[config.mk]
export PLATFORM = sky130hd
export DESIGN_NAME = ysyx_22051013_axi_rd_arbiter
export DESIGN_NICKNAME = d
export VERILOG_FILES = /design/src/rtl/ysyx_22051013_axi_rd_arbiter.sv
export SDC_FILE = /design/constraint.sdc
export NUM_CORES = 1
export LEC_CHECK = 0
export CAP_MARGIN = 10
export CORE_AREA = 5 5 153 155
export CTS_CLUSTER_DIAMETER = 30
export DETAILED_ROUTE_END_ITERATION = 10
export DIE_AREA = 0 0 158 160
export PLACE_DENSITY = 0.45
export SYNTH_ARGS = -nofsm -noshare
export SYNTH_HDL_FRONTEND = slang
export SYNTH_SLANG_ARGS = --single-unit
[constraint.sdc]
create_clock -name clk -period 1.7 [get_ports clk]
set_input_delay 0.425 -clock clk [delete_from_list [all_inputs] [get_ports clk]]
set_output_delay 0.425 -clock clk [all_outputs]
set_load 0.01 [all_outputs]
[src/rtl/ysyx_22051013_axi_rd_arbiter.sv]
// ---------------------------------------------------------------------------
// ysyx_22051013_axi_rd_arbiter
// Arbitrates two AXI read requesters (IFU, LSU) onto one shared AXI read
// master port. Only one single-beat transaction is outstanding at a time.
//
// Ports
//   clk, rst            : clock, synchronous active-high reset
//   ifu_ar_* / ifu_r_*  : IFU read address / read data channels (slave side)
//   lsu_ar_* / lsu_r_*  : LSU read address / read data channels (slave side)
//   m_ar_* / m_r_*      : shared read address / read data channels (master)
//
// Build option
//   YSYX_22051013_ARB_RR_EN : round-robin on simultaneous requests (winner is
//                             the requester not granted last). When undefined,
//                             LSU has fixed priority over IFU.
//
// state | meaning
// IDLE  | no transaction, waiting for any ar_valid
// ADDR  | owner's address presented on m_ar_*
// DATA  | waiting for the single read beat, forwarded to the owner
// ---------------------------------------------------------------------------
module ysyx_22051013_axi_rd_arbiter (
  input  logic        clk,
  input  logic        rst,
  // IFU
  input  logic [63:0] ifu_ar_addr,
  input  logic        ifu_ar_valid,
  output logic        ifu_ar_ready,
  output logic [63:0] ifu_r_data,
  output logic [1:0]  ifu_r_resp,
  output logic        ifu_r_valid,
  input  logic        ifu_r_ready,
  // LSU
  input  logic [63:0] lsu_ar_addr,
  input  logic        lsu_ar_valid,
  output logic        lsu_ar_ready,
  output logic [63:0] lsu_r_data,
  output logic [1:0]  lsu_r_resp,
  output logic        lsu_r_valid,
  input  logic        lsu_r_ready,
  // shared master
  output logic [63:0] m_ar_addr,
  output logic        m_ar_valid,
  input  logic        m_ar_ready,
  input  logic [63:0] m_r_data,
  input  logic [1:0]  m_r_resp,
  input  logic        m_r_valid,
  output logic        m_r_ready
);

  typedef enum logic [1:0] {
    IDLE = 2'd0,
    ADDR = 2'd1,
    DATA = 2'd2
  } state_e;

  localparam logic OWN_IFU = 1'b0;
  localparam logic OWN_LSU = 1'b1;

  state_e state_q, state_d;
  logic   owner_q, owner_d;
  logic   winner;

  logic        own_ar_valid;
  logic [63:0] own_ar_addr;
  logic        own_r_ready;

  assign own_ar_valid = (owner_q == OWN_LSU) ? lsu_ar_valid : ifu_ar_valid;
  assign own_ar_addr  = (owner_q == OWN_LSU) ? lsu_ar_addr  : ifu_ar_addr;
  assign own_r_ready  = (owner_q == OWN_LSU) ? lsu_r_ready  : ifu_r_ready;

`ifdef YSYX_22051013_ARB_RR_EN
  // last_q remembers the most recent grant; a tie goes to the other side.
  logic last_q, last_d;

  always_comb begin
    if (ifu_ar_valid && lsu_ar_valid) winner = ~last_q;
    else                              winner = lsu_ar_valid;
  end
`else
  always_comb begin
    winner = lsu_ar_valid;
  end
`endif

  // next state
  always_comb begin
    state_d = state_q;
    owner_d = owner_q;
`ifdef YSYX_22051013_ARB_RR_EN
    last_d  = last_q;
`endif
    case (state_q)
      IDLE: begin
        if (ifu_ar_valid || lsu_ar_valid) begin
          state_d = ADDR;
          owner_d = winner;
`ifdef YSYX_22051013_ARB_RR_EN
          last_d  = winner;
`endif
        end
      end
      ADDR: begin
        if (own_ar_valid && m_ar_ready) state_d = DATA;
      end
      DATA: begin
        if (m_r_valid && own_r_ready) state_d = IDLE;
      end
      default: state_d = IDLE;
    endcase
  end

  // outputs; forced to idle values while rst is high so the abandoned
  // transaction is never visible, even in the cycle reset is applied
  always_comb begin
    m_ar_addr    = '0;
    m_ar_valid   = 1'b0;
    m_r_ready    = 1'b0;
    ifu_ar_ready = 1'b0;
    ifu_r_data   = '0;
    ifu_r_resp   = '0;
    ifu_r_valid  = 1'b0;
    lsu_ar_ready = 1'b0;
    lsu_r_data   = '0;
    lsu_r_resp   = '0;
    lsu_r_valid  = 1'b0;
    if (!rst) begin
      case (state_q)
        ADDR: begin
          m_ar_addr  = own_ar_addr;
          m_ar_valid = own_ar_valid;
          if (owner_q == OWN_LSU) lsu_ar_ready = m_ar_ready;
          else                    ifu_ar_ready = m_ar_ready;
        end
        DATA: begin
          m_r_ready = own_r_ready;
          if (owner_q == OWN_LSU) begin
            lsu_r_data  = m_r_data;
            lsu_r_resp  = m_r_resp;
            lsu_r_valid = m_r_valid;
          end else begin
            ifu_r_data  = m_r_data;
            ifu_r_resp  = m_r_resp;
            ifu_r_valid = m_r_valid;
          end
        end
        default: ;
      endcase
    end
  end

  always_ff @(posedge clk) begin
    if (rst) begin
      state_q <= IDLE;
      owner_q <= OWN_IFU;
`ifdef YSYX_22051013_ARB_RR_EN
      last_q  <= OWN_IFU;
`endif
    end else begin
      state_q <= state_d;
      owner_q <= owner_d;
`ifdef YSYX_22051013_ARB_RR_EN
      last_q  <= last_d;
`endif
    end
  end

endmodule
==> results of run 1 <==
cells in the final DEF, fill, tap and decap left out, types with 2 or more instances in the layout:
cell type        count
and2_2              16
and2_4              50
and3_1              65
and3_4               2
buf_12              16
buf_16               5
buf_2               64
buf_4               37
buf_6              114
buf_8               11
clkbuf_16           15
clkbuf_2            37
clkdlybuf4s50_1    200
mux2i_1             49
mux2i_2              8
mux2i_4              9
nand2_1              2
nor2_1              15
nor2_2              25
nor2_4              31
power by group:
group          internal [mW]  switching [mW]
Clock                  0.310          0.0674
Sequential            0.0770         0.00806
Combinational           1.05           0.672
what timing repair did:
item,in CTS,in global routing
resized for setup,523,482
cloned,7,17
pin swaps,18,56
setup endpoints to repair,202,202
hold buffers,0,0
setup buffers,28,27
state kept, by name, indices dropped and copies added (netlist names):
signal	flops
state_q	2
owner_q	1
final cells by class:
class | count | area (µm²)
fillers | 2194 | 13700
repair buffers | 496 | 4990
multi-input cells | 283 | 2480
well taps | 280 | 350
clock buffers | 4 | 78.8
flip-flops and latches | 3 | 65.1
diodes | 1 | 2.50
stage by stage:
step | utilization | instance area (µm²)
final | 0.367 | 7970
after global routing | 0.367 | 7960
after CTS | 0.332 | 7210
after detailed placement | 0.309 | 6700
after global placement | 0.309 | 6700
after floorplan | - | 2210
routing by layer:
metal / track usage / vias up / share of wire
li1: - / 2022 / -
met1: 0.155 / 1986 / 0.38
met2: 0.261 / 205 / 0.54
met3: 0.0257 / 17 / 0.069
met4: 0.0279 / 0 / 0.011
met5: 0 / - / 0
how the worst max path moves through the flow:
stage / endpoint / slack, ns
final: ifu_r_data[19] / -0.44
after global routing: ifu_r_data[19] / -0.49
after CTS: ifu_r_data[23] / -0.75
after detailed placement: m_ar_addr[15] / -1.14
after global placement: m_ar_addr[3] / -1.10
after floorplan: ifu_r_data[33] / -0.05
critical path: stages (launching register included):
cell	delay [ns]
dfxtp_1	0.30
or3b_4	0.41
nor2_4	0.13
buf_12	0.14
clkbuf_16	0.15
buf_8	0.10
and2_2	0.14
buf_6	0.10
cell families (layout without fill, tap and decap cells):
family                 Yosys count  count (layout)
other                            0               1
DFF                              3               3
buffers and inverters           36             500
and+or+nand+nor                213             213
muxes                           66              66
AOI/OAI and AO/OA                4               4
synth_stat cells:
| cell type | number |
|---|---|
| o31ai_1 | 1 |
| or3b_4 | 1 |
| buf_1 | 4 |
| dfxtp_1 | 3 |
| and4_2 | 1 |
| nor3b_1 | 1 |
| nor3b_2 | 1 |
| buf_6 | 4 |
| clkbuf_1 | 18 |
| nor2_4 | 1 |
| nor2b_1 | 1 |
| mux2i_1 | 66 |
| and2_1 | 37 |
| nand2_1 | 3 |
| and2_2 | 30 |
| a21bo_2 | 1 |
| nor2_1 | 70 |
| o2bb2ai_1 | 1 |
| and3_1 | 67 |
| a21oi_1 | 1 |
| buf_2 | 10 |
==> metrics.csv, run 1 <==
stage,metric,value,unit
run_status,run_status,finished with violations,
run_status,violations,setup timing,
floorplan,dieArea,25300,µm²
sta,period_minus_slack,2.14,ns
clocking,insertion_delay,0.23,ns
placed_design,dp_cells,991,
pwr,power,2.19,mW
drt,drtAntennaViolNets,0,
drt,wirelength,21800,µm
sta,slew-limit-headroom,0.815,
floorplan,core-area,21700,µm²
sta,rsz0062_at_grt,yes,
logic_synthesis,ys_seq_area_frac,0.0281,
floorplan,rows,54,
setup_path,r2r-start,owner_q,
sta,max_freq,467,MHz
cells_and_area,nNetsFinal,989,
sta,fin_ws,-0.442,ns
logic_synthesis,syn-cell-area,2140,µm²
logic_synthesis,syn_nets,524,
floorplan,die_y,160,µm
logic_synthesis,synth_seq_cells,3,
drt,dr.pass1.iters,4,
sta,finalSetupViolCount,202,
placed_design,finalWeightedCongestion,0.894,
setup_path,required,1.27,ns
hold_path,min-delay-start,rst,
pwr,leakage,3.76,nW
job,cap_violations,0,
setup_path,r2r_setup_slack,0.35,ns
sta,hold_slack,0.482,ns
pwr,power_density,275,nW/µm²
logic_synthesis,synth_cell_type_count,21,
grt,grt_overflow_total,0,
grt,grt_pass1_vias,4225,
hold_path,hold_path_class,primary input to register,
sta,final.setup_skew,0.00282,ns
grt,grt_pass1_wl,26700,µm
setup_path,cp_max_fo,7,
clocking,cts.htree.levels,1,
cells_and_area,areaGrowthSynthToFinish,272,%
setup_path,crit_start,state_q[0],
sta,hold_viol_final,0,
logic_synthesis,synth-xor-area-share,0,
clocking,clockBufferDepth,2,
placed_design,hpwl,14800,µm
setup_path,arrival,1.72,ns
hold_path,min_to,owner_q,
logic_synthesis,yosys.area_share.adder,0,
floorplan,die_x,158,µm
clocking,cts_tree,built,
sta,fin_crit_sh,1.26,
sta,fin_tns_setup,-62.57,ns
sta,tightest_slew,0.270,ns
logic_synthesis,synth_top_cell_area_share,0.309,
logic_synthesis,synthTopCellsByArea,"mux2i_1 (31%), and3_1 (20%), nor2_1 (12%), and2_1 (11%), and2_2 (11%)",
cells_and_area,drive_above_1_share,0.570,
placed_design,post-place-ws,-1.14,ns
setup_path,r2r_cells,5,
logic_synthesis,synth_compound_area_frac,0.0146,
setup_path,crit_type,register to primary output,
logic_synthesis,synthMuxAreaShare,0.309,
clocking,clkTransAtPathRegs,0.03,ns
sta,slew_violations,0,
drt,vias_per_cell,3.96,
hold_path,holdPathStages,3,
setup_path,start_kind,register,
pwr,ir_drop,0.000193,V
drt,drc_errors,0,
floorplan,ios,404,
grt,antenna_found_initial,2,
floorplan,start_util,0.0986,
logic_synthesis,synth_warnings,0,
setup_path,endpoint_kind,primary output,
clocking,cts_sinks,3,
logic_synthesis,synth_top_area_cell,mux2i_1,
drt,post_drt_wl_per_cell,20.4,µm
grt,grt_usage,0.136,
logic_synthesis,synth_simple_gate_area_share,0.565,
setup_path,r2r_end,state_q[1],
logic_synthesis,netlist_instances,322,
drt,drtIter0Drc,149,
placed_design,portBuffers,403,
clocking,root_buffer,clkbuf_16,
clocking,cts_made_buffers,3,
drt,vias,4230,
logic_synthesis,synth_top_family_by_area,simple AND/OR/NAND/NOR gates,
grt,grt_max_degree,68,
cells_and_area,fin_cells,1067,
logic_synthesis,avgSynthCellArea,6.64,µm²
Power figures use the tool's default switching activity.
==> run 2, diff against run 1 <==
TNS_END_PERCENT = 5   (was default)
==> metrics.csv, run 2 (same netlist as run 1, synthesis figures left out) <==
stage,metric,value,unit,change
pwr,leakage,3.32,nW,-12%
floorplan,dieArea,25300,µm²,unchanged
sta,fin_ws,-0.439,ns,+0.00324 ns
cells_and_area,multiInputGateArea,2270,µm²,-8.4%
sta,rsz0062_at_grt,yes,,
drt,drc_errors,0,,unchanged
sta,finalSetupViolCount,202,,unchanged
sta,slew_violations,0,,unchanged
drt,wirelength,18600,µm,-14%
placed_design,dp_cells,991,,unchanged
pwr,power,1.87,mW,-14%
cells_and_area,antennaDiodeCount,0,,-1
sta,hold_viol_final,0,,unchanged
cells_and_area,nNetsFinal,942,,-4.8%
placed_design,placed_area,6700,µm²,unchanged
sta,hold_slack,0.482,ns,-0.000166 ns
cells_and_area,regArea,65.1,µm²,unchanged
cells_and_area,largest_reg_flops,2,,unchanged
cells_and_area,layout_commonest_cell,clkdlybuf4s50_1,,
floorplan,core-area,21700,µm²,unchanged
clocking,clkTransAtPathRegs,0.03,ns,about the same
grt,grt_max_degree,68,,unchanged
placed_design,post-place-ws,-1.14,ns,unchanged
pwr,power_density,256,nW/µm²,-6.8%
grt,grt_overflow_total,0,,unchanged
cells_and_area,nFillCells,2245,,+2.3%
sta,period_minus_slack,2.14,ns,-0.00324 ns
sta,tightest_slew,0.260,ns,-0.00950 ns
placed_design,portBuffers,403,,unchanged
cells_and_area,mostFrequentLayoutCells,"clkdlybuf4s50_1 (200), buf_6 (85), and3_1 (64), buf_2 (63), clkdlybuf4s15_2 (57)",,
sta,final.setup_skew,0.00268,ns,-0.000135 ns
setup_path,cp_max_fo,8,,+1
floorplan,start_util,0.0986,,unchanged
cells_and_area,areaGrowthSynthToFinish,242,%,
run_status,run_status,finished with violations,,
setup_path,required,1.27,ns,about the same
setup_path,crit_type,primary input to primary output,,
grt,grt_pass1_vias,4042,,-4.3%
run_status,violations,setup timing,,
cells_and_area,reg.largest.list,"state_q x2, owner_q x1",,
cells_and_area,fin_cells,1019,,-4.5%
hold_path,hold_path_class,primary input to register,,
placed_design,hpwl,14800,µm,unchanged
clocking,cts_tree,built,,
pwr,ir_drop,0.000196,V,+2.0%
sta,fin_crit_sh,1.26,,-0.00191
drt,dr.pass1.iters,4,,unchanged
floorplan,ios,404,,unchanged
drt,drtAntennaViolNets,0,,unchanged
setup_path,endpoint_kind,primary output,,
grt,grt_pass1_wl,25600,µm,-4.1%
clocking,clockBufferDepth,2,,unchanged
clocking,insertion_delay,0.22,ns,about the same
drt,vias_per_cell,3.89,,-1.9%
grt,antenna_found_initial,0,,-2
drt,vias,3963,,-6.3%
setup_path,arrival,1.71,ns,about the same
floorplan,die_x,158,µm,unchanged
cells_and_area,final_util,0.337,,-0.0298
sta,max_freq,468,MHz,+0.15%
floorplan,die_y,160,µm,unchanged
cells_and_area,regMostFlops,state_q,,
clocking,cts_sinks,3,,unchanged
drt,post_drt_wl_per_cell,18.3,µm,-10%
drt,drtIter0Drc,121,,-19%
placed_design,finalWeightedCongestion,0.894,,unchanged
cells_and_area,stdcell_area,7320,µm²,-8.1%
clocking,cts_made_buffers,3,,unchanged
grt,grt_usage,0.130,,-0.00643
job,cap_violations,0,,unchanged
cells_and_area,drive_above_1_share,0.505,,-0.0652
clocking,root_buffer,clkbuf_16,,
clocking,cts.htree.levels,1,,unchanged
sta,fin_tns_setup,-57.42,ns,+5.15 ns
floorplan,rows,54,,unchanged
setup_path,start_kind,primary input,,
sta,slew-limit-headroom,0.821,,+0.00652
[run 2: changes by cell type in the layout (fill, tap and decap cells not counted), sizes merged]
cell,change
buf,-61
bufbuf,+1
clkbuf,-44
clkdlybuf4s15,+57
diode,-1
[run 2: final timing paths]
kind	startpoint	to	slack (ns)	depth (start not counted)
max reg2reg	owner_q	state_q[1]	0.33	5
max	rst	ifu_r_data[39]	-0.44	7
min	rst	owner_q	0.48	3
min reg2reg	state_q[1]	owner_q	0.66	4
[run 2: power breakdown]
part | internal (mW) | switching, mW | total [mW] | leakage [nW]
Clock | 0.310 | 0.0662 | 0.376 | 0.0382
Combinational | 0.866 | 0.542 | 1.41 | 3.25
Sequential | 0.0770 | 0.0131 | 0.0901 | 0.0259
[run 2: worst max-delay path: stages]
cell and delay [ns]:
buf_6 0.10, or3b_4 0.40, nor2_4 0.25, buf_6 0.16
clkbuf_16 0.14, and2_4 0.14, buf_6 0.09
[run 2: routing by layer]
layer,vias up,global-route usage,wire [µm]
met1,1810,0.145,6650
li1,1921,-,-
met3,27,0.0254,1420
met4,0,0.0291,452
met2,205,0.249,10100
met5,-,0,0
[run 2: layout make-up]
| type | instances | area share |
|---|---|---|
| repair buffers | 449 | 0.623 |
| flip-flops and latches | 3 | 0.00889 |
| multi-input cells | 283 | 0.310 |
| well taps | 280 | 0.0479 |
| clock buffers | 4 | 0.0108 |
[run 2: what timing repair did]
item	CTS	global route
endpoints found under the setup margin	202	202
pin swaps	35	26
buffers inserted	7	9
gates cloned	4	5
resized for setup	775	175
hold buffers	0	0
